`src/rtl/crc32_check.sv`:
```
// rtl/crc32_check.sv - bit-serial CRC-32 receive checker with mismatch counter
//
// Purpose: accepts a 32-bit message word and the CRC received with it. It
// recomputes the CRC one bit per cycle, MSB first (init 0, no reflection, no
// final XOR), compares the result against the received CRC, and presents the
// result through a valid/ready handshake. It also keeps a saturating count of
// failed checks.
//
// Ports:
//   clk_i        clock, rising edge
//   rst_i        asynchronous reset, active-high
//   in_valid_i   message/CRC pair present
//   in_ready_o   block can accept a pair (IDLE)
//   message_i    message word, bit 31 processed first
//   crc_rx_i     CRC received with the message
//   out_valid_o  result available (DONE)
//   out_ready_i  consumer takes result
//   crc_calc_o   recomputed CRC of the last completed message
//   crc_ok_o     1 when crc_calc_o matched the latched received CRC
//   err_count_o  saturating count of failed checks
//   clear_i      synchronous abort and counter clear, highest priority
module crc32_check #(
  parameter logic [31:0] POLY  = 32'h04C11DB7,
  parameter int          ERR_W = 16
) (
  input  logic             clk_i,
  input  logic             rst_i,
  input  logic             in_valid_i,
  output logic             in_ready_o,
  input  logic [31:0]      message_i,
  input  logic [31:0]      crc_rx_i,
  output logic             out_valid_o,
  input  logic             out_ready_i,
  output logic [31:0]      crc_calc_o,
  output logic             crc_ok_o,
  output logic [ERR_W-1:0] err_count_o,
  input  logic             clear_i
);

  typedef enum logic [1:0] {
    IDLE  = 2'd0,
    SHIFT = 2'd1,
    DONE  = 2'd2
  } state_t;

  state_t           state_q;
  logic [31:0]      msg_q;
  logic [31:0]      rx_q;
  logic [31:0]      lfsr_q;
  logic [4:0]       cnt_q;
  logic             in_ready_q;
  logic             out_valid_q;
  logic [31:0]      crc_calc_q;
  logic             crc_ok_q;
  logic [ERR_W-1:0] err_q;

  // One LFSR step on the current message MSB.
  logic        fb;
  logic [31:0] lfsr_d;

  always_comb begin
    fb     = lfsr_q[31] ^ msg_q[31];
    lfsr_d = {lfsr_q[30:0], 1'b0} ^ (fb ? POLY : 32'h0);
  end

  always_ff @(posedge clk_i or posedge rst_i) begin
    if (rst_i) begin
      state_q     <= IDLE;
      msg_q       <= '0;
      rx_q        <= '0;
      lfsr_q      <= '0;
      cnt_q       <= '0;
      in_ready_q  <= 1'b1;
      out_valid_q <= 1'b0;
      crc_calc_q  <= '0;
      crc_ok_q    <= 1'b0;
      err_q       <= '0;
    end else if (clear_i) begin
      // Abort whatever is in flight; the result registers keep their values.
      state_q     <= IDLE;
      in_ready_q  <= 1'b1;
      out_valid_q <= 1'b0;
      err_q       <= '0;
    end else begin
      case (state_q)
        IDLE: begin
          if (in_valid_i) begin
            msg_q      <= message_i;
            rx_q       <= crc_rx_i;
            lfsr_q     <= '0;
            cnt_q      <= 5'd31;
            in_ready_q <= 1'b0;
            state_q    <= SHIFT;
          end
        end
        SHIFT: begin
          lfsr_q <= lfsr_d;
          msg_q  <= {msg_q[30:0], 1'b0};
          cnt_q  <= cnt_q - 5'd1;
          if (cnt_q == 5'd0) begin
            // lfsr_d already includes the last bit.
            crc_calc_q  <= lfsr_d;
            crc_ok_q    <= (lfsr_d == rx_q);
            out_valid_q <= 1'b1;
            state_q     <= DONE;
            if ((lfsr_d != rx_q) && !(&err_q)) begin
              err_q <= err_q + ERR_W'(1);
            end
          end
        end
        DONE: begin
          if (out_ready_i) begin
            out_valid_q <= 1'b0;
            in_ready_q  <= 1'b1;
            state_q     <= IDLE;
          end
        end
        default: begin
          state_q     <= IDLE;
          in_ready_q  <= 1'b1;
          out_valid_q <= 1'b0;
        end
      endcase
    end
  end

  assign in_ready_o  = in_ready_q;
  assign out_valid_o = out_valid_q;
  assign crc_calc_o  = crc_calc_q;
  assign crc_ok_o    = crc_ok_q;
  assign err_count_o = err_q;

endmodule

```
`config.mk`:
```
export PLATFORM = sky130hd
export DESIGN_NAME = crc32_check
export DESIGN_NICKNAME = d
export VERILOG_FILES = /design/src/rtl/crc32_check.sv
export SDC_FILE = /design/constraint.sdc
export NUM_CORES = 1
export LEC_CHECK = 0
export CORE_ASPECT_RATIO = 0.9
export CORE_MARGIN = 2
export CORE_UTILIZATION = 40
export CTS_CLUSTER_DIAMETER = 200
export DETAILED_ROUTE_END_ITERATION = 6
export PLACE_DENSITY = 0.69
export SYNTH_ARGS = -nofsm -noshare
export SYNTH_HDL_FRONTEND = slang
export SYNTH_SLANG_ARGS = --single-unit
```
`constraint.sdc`:
```
create_clock -name clk_i -period 8.12 [get_ports clk_i]
set_input_delay 2.436 -clock clk_i [delete_from_list [all_inputs] [get_ports clk_i]]
set_output_delay 2.436 -clock clk_i [all_outputs]
set_load 0.02 [all_outputs]
```
Word level (Yosys, flattened, before mapping):

Cells that the tools add are included.

* logic and storage cells: 65
* memories: 0
* register bits after elaboration: 154
* memory bits (writable): 0
* latch bits: 0
* input bits: 69
* memory bits (read-only): 0

* add/sub/neg operators: 2
* reduce and logical (&&, ||, !) cells: 16
* shifts and indexed selects: 0
* eq/ne operators: 10
* magnitude comparators: 0
* div/mod/pow operators: 0
* $mul: 0
* bitwise logic cells: 3
* muxes and demuxes: 24

Operators by type and width (number)
* 32-bit one-hot mux with 2 select lines: 2
* 16-bit 2-to-1 mux: 4
* 32-bit 2-to-1 mux: 2
* 32-bit == test: 1
* 32-bit inequality test: 1
* 32-bit by 27-bit bitwise XOR with 32-bit output: 1
* 27-bit 2-to-1 mux: 1
* 3-bit AND reduction: 7
* 16-bit by 1-bit adder with 16-bit output, second input constant: 1
* 16-bit AND reduction: 1
* 5-bit one-hot mux with 2 select lines: 1
* 3-bit inequality test, second input constant: 3
* 2-bit 2-to-1 mux: 4
* 2-bit nonzero test: 4
* 1-bit 2-to-1 mux: 6
* 2-bit inequality test, second input constant: 3
* 1-bit one-hot mux with 3 select lines: 2
* 2-bit one-hot mux with 3 select lines: 1
* 5-bit zero test: 1
* 5-bit 2-to-1 mux: 1
* 5-bit by 1-bit subtractor with 5-bit output, second input constant: 1
* 2-bit by 1-bit == test with 1-bit output, second input constant: 1
* 2-bit == test, second input constant: 1
* 2-bit zero test: 1
* 4 further kinds: 4

Longest topological paths before layout:

Gate-level depths: netlist of run 1.

* depth after elaboration: 9
* mapped depth: 10
* depth with buffers taken out: 8

Worst setup path after synthesis of run 1:

Ideal clock, no wire load.

* path kind: input -> register
* from: input port in_valid_i
* to: register rx_q[11]
* buffers on the path: 2
* arrival: 3.769 ns
* data required time: 7.995 ns
* cell stages on the path: 5
* setup slack: 4.227 ns
* cell sequence: nor3b_1 -> and2_1 -> clkbuf_1 -> clkbuf_1 -> mux2_2

* longest elaborated chain between the ends: 1

RTL lines
* from (decl): RTL line 28 `input logic in_valid_i,`
* 3-bit AND reduction (no line)
* to (signal assigned): RTL line 89 `rx_q <= crc_rx_i;`
* to (decl): RTL line 48 `logic [31:0] rx_q;`

No other way between the ends.
A chain may end at the register's enable or synchronous reset.

Worst setup path after layout of run 1:

* from: input port clear_i
* to: register crc_calc_q[29], in the netlist crc_calc_o[29]

* longest elaborated chain between the ends: 2

RTL lines
* from (decl): RTL line 37 `input logic clear_i`
* 1-bit inverter (no line)
* 3-bit AND reduction (no line)
* to (signal assigned): RTL line 102 `crc_calc_q <= lfsr_d;`
* to (decl): RTL line 53 `logic [31:0] crc_calc_q;`

No other way between the ends.

==> run_results.csv, run 1 <==
group,metric,value,unit
cts,post_cts_buffers,0,
logic_synthesis,synth_mux_area_share,10.71,%
floorplanning,die_y,128.3,um
timing,fin_crit_sh,55.32,%
placed_design,hpwlAfterDp,10970,um
critical_path,rrSetupSlack,4.70,ns
cts,cts_root_buffer,"clkbuf_16",
logic_synthesis,ys_seq_elements,154,
cts,htree_num_levels,4,
critical_path,crit_arrival,4.79,ns
timing,slew_headroom,31.25,%
timing,worst_slack,3.628,ns
logic_synthesis,synth_top_area_share,55.74,%
logic_synthesis,synth_common_cells,"dfrtp_1, nand2_1, mux2_2, o21ai_0, inv_1",
cts,worst_skew_pair.late_latency,0.42,ns
timing,max_freq,222.6,MHz
drt,postRouteAntennaNets,0,
power_and_ir_drop,p_sw,0.0005400,W
power_and_ir_drop,p_clk_share,39.9,%
worst_hold_path,worstHoldPathType,"register to register",
job,cap_violations,0,
cts,cts.sinks,154,
worst_hold_path,hold_path_startpoint,"crc_calc_o[8]",
logic_synthesis,avgSynthCellArea,11.74,um2
global_routing,globalRouteOverflowTotal,0,
power_and_ir_drop,swShare,26.60,%
cts,cts_tree,"built",
cts,ctsResizeCount,0,
timing,rsz0062_at_grt,"false",
logic_synthesis,synth_fp_nets,657,
power_and_ir_drop,p_int,0.001490,W
logic_synthesis,synth.largest_area_cell,"dfrtp_1",
logic_synthesis,synth-compound-area-share,13.64,%
timing,period_needed,4.492,ns
logic_synthesis,synthArstFlopShare,100.0,%
timing,hold_viol,0,
timing,skew,0.01138,ns
drt,routedWlPerCell,17.44,um
layout,stdcell_count,919,
cts,cts_buffers,17,
cts,path_clk_slew,0.06,ns
critical_path,setup.worst_path.start,"clear_i",
floorplanning,die_area,18240,um2
global_routing,grtUsageTotal,18.32,%
status,status,"finished, final reports clean",
power_and_ir_drop,p_leak,3.807,nW
critical_path,critPathLaunchType,"primary input",
drt,drc,0,
power_and_ir_drop,powerDensity,229.5,nW/um2
logic_synthesis,synth_flop_cell,"dfrtp_1",
logic_synthesis,synth_adder_area_share,0.5464,%
floorplanning,initial_utilization,40.80,%
layout,fillers,1447,
layout,drive_gt1_share,15.40,%
logic_synthesis,synth.area.top_cells,"dfrtp_1, mux2_2, o21ai_0",
layout,nets,767,
floorplanning,die_x,142.1,um
timing,timing.hold.ws,0.4820,ns
logic_synthesis,synth.most_common_cell,"dfrtp_1",
drt,num_vias,4955,
timing,setup_viol,0,
global_routing,grt_pass1_vias,4961,
logic_synthesis,synth-edff-count,0,
cts,hold_buffers,0,
drt,drt_wl_total,16030,um
logic_synthesis,netlist_instances,585,
drt,dr.pass1.iters,6,
placed_design,port_buffers,119,
placed_design,gp_congestion,0.8328,
logic_synthesis,yosysWarnings,0,
logic_synthesis,ys_seq_area_share,56.12,%
critical_path,end_kind,"register",
power_and_ir_drop,power_frac_comb,13.9,%
global_routing,grt_pass1_wl,26040,um
critical_path,crit_required,8.42,ns
logic_synthesis,synth.cell_area,6869,um2
floorplanning,rows,45,
logic_synthesis,synth_top_family_by_area,"compound AO/OA/AOI/OAI gates",
layout,diodes,0,
floorplanning,ioPinCount,120,
critical_path,cp_max_fo,48,
global_routing,antenna_found_initial,0,
power_and_ir_drop,seqPwrFrac,46.2,%
timing,timing.setup.tns,0,ns
logic_synthesis,synth-simple-area-share,9.362,%
timing,final_max_slew_viol_count,0,
logic_synthesis,synth-xor-area-share,5.592,%
power_and_ir_drop,irDropWorstVdd,189.2,uV
placed_design,dp.cells,887,
cts,clock_path_buffers,2,
drt,drtIter0Drc,459,
layout,final_core_util,52.55,%
critical_path,worstSetupPathType,"primary input to register",
floorplanning,coreArea,16830,um2
logic_synthesis,yosysUniqueCellTypes,56,
critical_path,r2r-start,"msg_q[31]",
timing,tightest_slew,1.031,ns
global_routing,grt_max_degree,117,
placed_design,pre_cts_ws,3.229,ns
layout,area_growth,28.78,%
drt,vias_per_cell,5.392,
[area by class of cell]
cell class | instances | area, um2 | area share [%]
clock buffers | 18 | 439.2 | 4.965
clock inverters | 14 | 173.9 | 1.966
inverters | 30 | 117.6 | 1.330
multi-input cells | 366 | 2753 | 31.12
flip-flops and latches | 154 | 3855 | 43.58
well taps | 211 | 264.0 | 2.984
repair buffers | 126 | 1244 | 14.06
[power groups by stage]
stage | Clock (W) | Sequential (W) | Combinational, W
6_report | 0.000810 | 0.000937 | 0.000283
5_1_grt | 0.000859 | 0.000950 | 0.000316
4_1_cts | 0.000823 | 0.000937 | 0.000286
3_5_place_dp | 0 | 0.000949 | 0.000285
3_3_place_gp | 0 | 0.000945 | 0.000273
2_1_floorplan | 0 | 0.000922 | 0.000199
[per-layer routing]
| layer | up-vias | wire [um] | global-route usage [%] | part of all wire [%] |
|---|---|---|---|---|
| li1 | 2331 | - | - | - |
| met3 | 9 | 727 | 3.511 | 4.5 |
| met1 | 2467 | 7562 | 25.97 | 47 |
| met5 | - | 0 | 0 | 0 |
| met4 | 0 | 125 | 5.824 | 0.78 |
| met2 | 148 | 7613 | 28.67 | 47 |
[sequential cells by signal, summed over array words and instances, names as in the netlist]
signal	cells
rx_q	32
in_ready_o	1
cnt_q	5
err_count_o	16
state_q	2
lfsr_q	32
crc_ok_o	1
msg_q	32
out_valid_o	1
crc_calc_o	32
[logic make-up after synthesis]
kind of cell / after synthesis
buffers and inverters: 65
muxes: 66
adders and majority gates: 3
DFF: 154
xor gates and xnor gates: 43
AOI/OAI and AO/OA: 130
and+or+nand+nor: 124
[worst paths after layout]
path,end,depth (start not counted)
max in group asynchronous,in_ready_o,3
max,crc_calc_o[29],8
max reg2reg,err_count_o[11],7
min reg2reg,crc_calc_o[8],2
min,crc_calc_o[8],2
min in group asynchronous,msg_q[1],2
[through the flow]
| step | cell area [um2] | power (W) |
|---|---|---|
| 2_1_floorplan | 6869 | 0.001122 |
| 3_3_place_gp | 8233 | 0.001217 |
| 3_5_place_dp | 8233 | 0.001234 |
| 4_1_cts | 8846 | 0.002046 |
| 5_1_grt | 8846 | 0.002125 |
| 6_report | 8846 | 0.002030 |
[worst max-delay path, cell delays in order]
cell,delay [ns]
clkdlybuf4s50_1,0.46
buf_4,0.27
inv_1,0.20
and2_1,0.18
buf_4,0.25
nand2_1,0.12
buf_4,0.44
mux2_2,0.39
[placed cells by master (no fill, tap or decap), types with 4 or more instances in the layout]
cell             count
mux2i_1             15
and3_1               4
nand3_1              8
nand2_1             58
dfrtp_1            153
a222oi_1            17
xnor2_1             25
nor2_1              12
buf_4                7
clkinvlp_4           4
or4_1                8
inv_1               29
o21ai_0             47
a21oi_1              8
clkbuf_16           17
nand2b_1             5
clkinv_4             5
xor2_1              17
a22o_1              19
nor4_1               5
clkdlybuf4s50_1    119
a21oi_2              6
o31ai_1              9
mux2_2              48
No activity file was read; power rests on OpenSTA's default activity.
==> run 2, diff against run 1 <==
Settings changed: PLACE_DENSITY 0.69 to 0.72.
Clock period 8.12 ns to 4.03 ns, I/O delays scaled along.
==> run 2 against run 1 <==
Net effect:
- the flow now finishes with violations (design-rule violations)
- clock power grew 110%
- hold slack lost 0.0053 ns
- first-iteration DRC count is 1.1% higher
- largest power group unchanged
- highest routed layer unchanged
==> run_results.csv, run 2 (synthesis gave the netlist of run 1 again) <==
group,metric,value,unit
layout,diodes,0,
cts,clock_path_buffers,2,
critical_path,critical-path-top-delay-family,"compound AO/OA/AOI/OAI gates",
timing,skew,0.01070,ns
floorplanning,die_y,128.3,um
timing,max_freq,328.8,MHz
critical_path,setup.worst_path.start,"in_valid_i",
cts,cts_root_buffer,"clkbuf_16",
floorplanning,die_x,142.1,um
timing,final_max_slew_viol_count,0,
timing,slew_headroom,16.36,%
floorplanning,rows,45,
layout,final_common_cell,"dfrtp_1",
layout,multi_input_area,2753,um2
layout,drive_gt1_share,15.99,%
layout,fillers,1424,
critical_path,worstSetupPathType,"primary input to register",
timing,timing.setup.tns,0,ns
global_routing,grt_pass1_wl,27100,um
timing,setup_viol,0,
power_and_ir_drop,p_leak,3.847,nW
critical_path,crit_required,4.35,ns
floorplanning,die_area,18240,um2
status,status,"finished with violations",
layout,nets,772,
cts,ctsResizeCount,0,
critical_path,crit_arrival,3.36,ns
power_and_ir_drop,irDropWorstVdd,337.8,uV
drt,postRouteAntennaNets,0,
critical_path,r2r-start,"msg_q[31]",
worst_hold_path,holdPathEnd,"crc_calc_o[12]",
critical_path,rrSetupSlack,1.12,ns
critical_path,critPathLaunchType,"primary input",
layout,regArea,3855,um2
cts,cts.sinks,154,
global_routing,grt_max_degree,78,
floorplanning,initial_utilization,40.80,%
global_routing,grt_pass1_vias,5177,
drt,routedWlPerCell,17.76,um
placed_design,port_buffers,119,
worst_hold_path,hold_path_depth,2,
cts,hold_buffers,0,
cts,worst_skew_pair.late_latency,0.42,ns
placed_design,gp_congestion,0.8338,
global_routing,globalRouteOverflowTotal,0,
power_and_ir_drop,powerDensity,466.3,nW/um2
layout,area_growth,29.82,%
critical_path,cp_cell_sequence,"clkdlybuf4s50_1, o21ai_4, buf_4, nand2_1, o21ai_0",
worst_hold_path,worstHoldPathType,"register to register",
critical_path,critical_path.max_stage_delay,0.97,ns
drt,drc,9,
cts,cts_buffers,17,
floorplanning,coreArea,16830,um2
timing,period_needed,3.042,ns
global_routing,antenna_found_initial,0,
job,cap_violations,0,
cts,path_clk_slew,0.06,ns
drt,dr.pass1.iters,7,
floorplanning,ioPinCount,120,
timing,tightest_slew,1.250,ns
global_routing,grtUsageTotal,18.95,%
cts,htree_num_levels,4,
status,violations,"design-rule violations",
timing,hold_viol,0,
worst_hold_path,hold_path_startpoint,"crc_calc_o[12]",
cts,post_cts_buffers,0,
critical_path,r2r-end,"err_count_o[11]",
critical_path,cp_max_fo,57,
cts,cts_tree,"built",
layout,final_cell_mix,"dfrtp_1, clkdlybuf4s50_1, nand2_1, mux2_2, o21ai_0",
critical_path,end_kind,"register",
timing,fin_crit_sh,75.48,%
critical_path,reg2reg_depth,8,
drt,num_vias,5069,
placed_design,hpwlAfterDp,11370,um
drt,vias_per_cell,5.486,
drt,drtIter0Drc,464,
critical_path,path_buf_inv,2,
drt,drt_wl_total,16410,um
critical_path,critPathSlowestCell,"o21ai_4",
timing,rsz0062_at_grt,"false",
timing,timing.hold.ws,0.4767,ns
==> run 2: final cells by class <==
class                      instances  area share [%]
clock buffer                      17           4.771
clock inverter                    15           2.217
inverter                          30           1.305
multi-input combinational        366           30.87
sequential                       154           43.23
tap                              211           2.961
timing repair buffer             131           14.65
==> run 2: worst max-delay path by stage <==
stage,endpoint,slack [ns],depth (start not counted)
floorplan,cnt_q[0],0.88,1
global placement,lfsr_q[26],0.72,5
detailed placement,lfsr_q[23],0.62,5
CTS,lfsr_q[12],1.04,5
global route,lfsr_q[1],0.80,5
finish,lfsr_q[12],0.99,5
==> run 2: per-stage QoR <==
step / utilization (%) / cells / area (um2) / power (W) / setup slack [ns]
CTS: 52.97 / 924 / 8917 / 0.004190 / 1.035
global placement: 49.27 / 892 / 8294 / 0.002465 / 0.7232
detailed placement: 49.27 / 892 / 8294 / 0.002496 / 0.6164
global route: 52.97 / 924 / 8917 / 0.004349 / 0.8017
finish: 52.97 / 924 / 8917 / 0.004158 / 0.9883
floorplan: - / 585 / 6873 / 0.002260 / 0.8769
==> run 2: tightest hold or removal path, delay by kind of cell (launching register included) <==
kind / cells / cell delay [ns]
simple gates: 1 / 0.04
compound gates: 1 / 0.06
flops: 1 / 0.34
==> run 2: report_power, final <==
group	leakage, nW	total, W	internal (W)	switching, W
Sequential	2.00	0.00189	0.00172	0.000168
Clock	0.299	0.00168	0.00104	0.000648
Combinational	1.55	0.000582	0.000295	0.000288
==> run 2: metal layers <==
| layer | up-vias | part of all wire, % | GRT usage [%] |
|---|---|---|---|
| met1 | 2548 | 46 | 26.32 |
| met2 | 162 | 48 | 30.15 |
| met3 | 15 | 5.7 | 4.669 |
| met4 | 0 | 1.0 | 4.647 |
| li1 | 2344 | - | - |
| met5 | - | 0 | 0 |
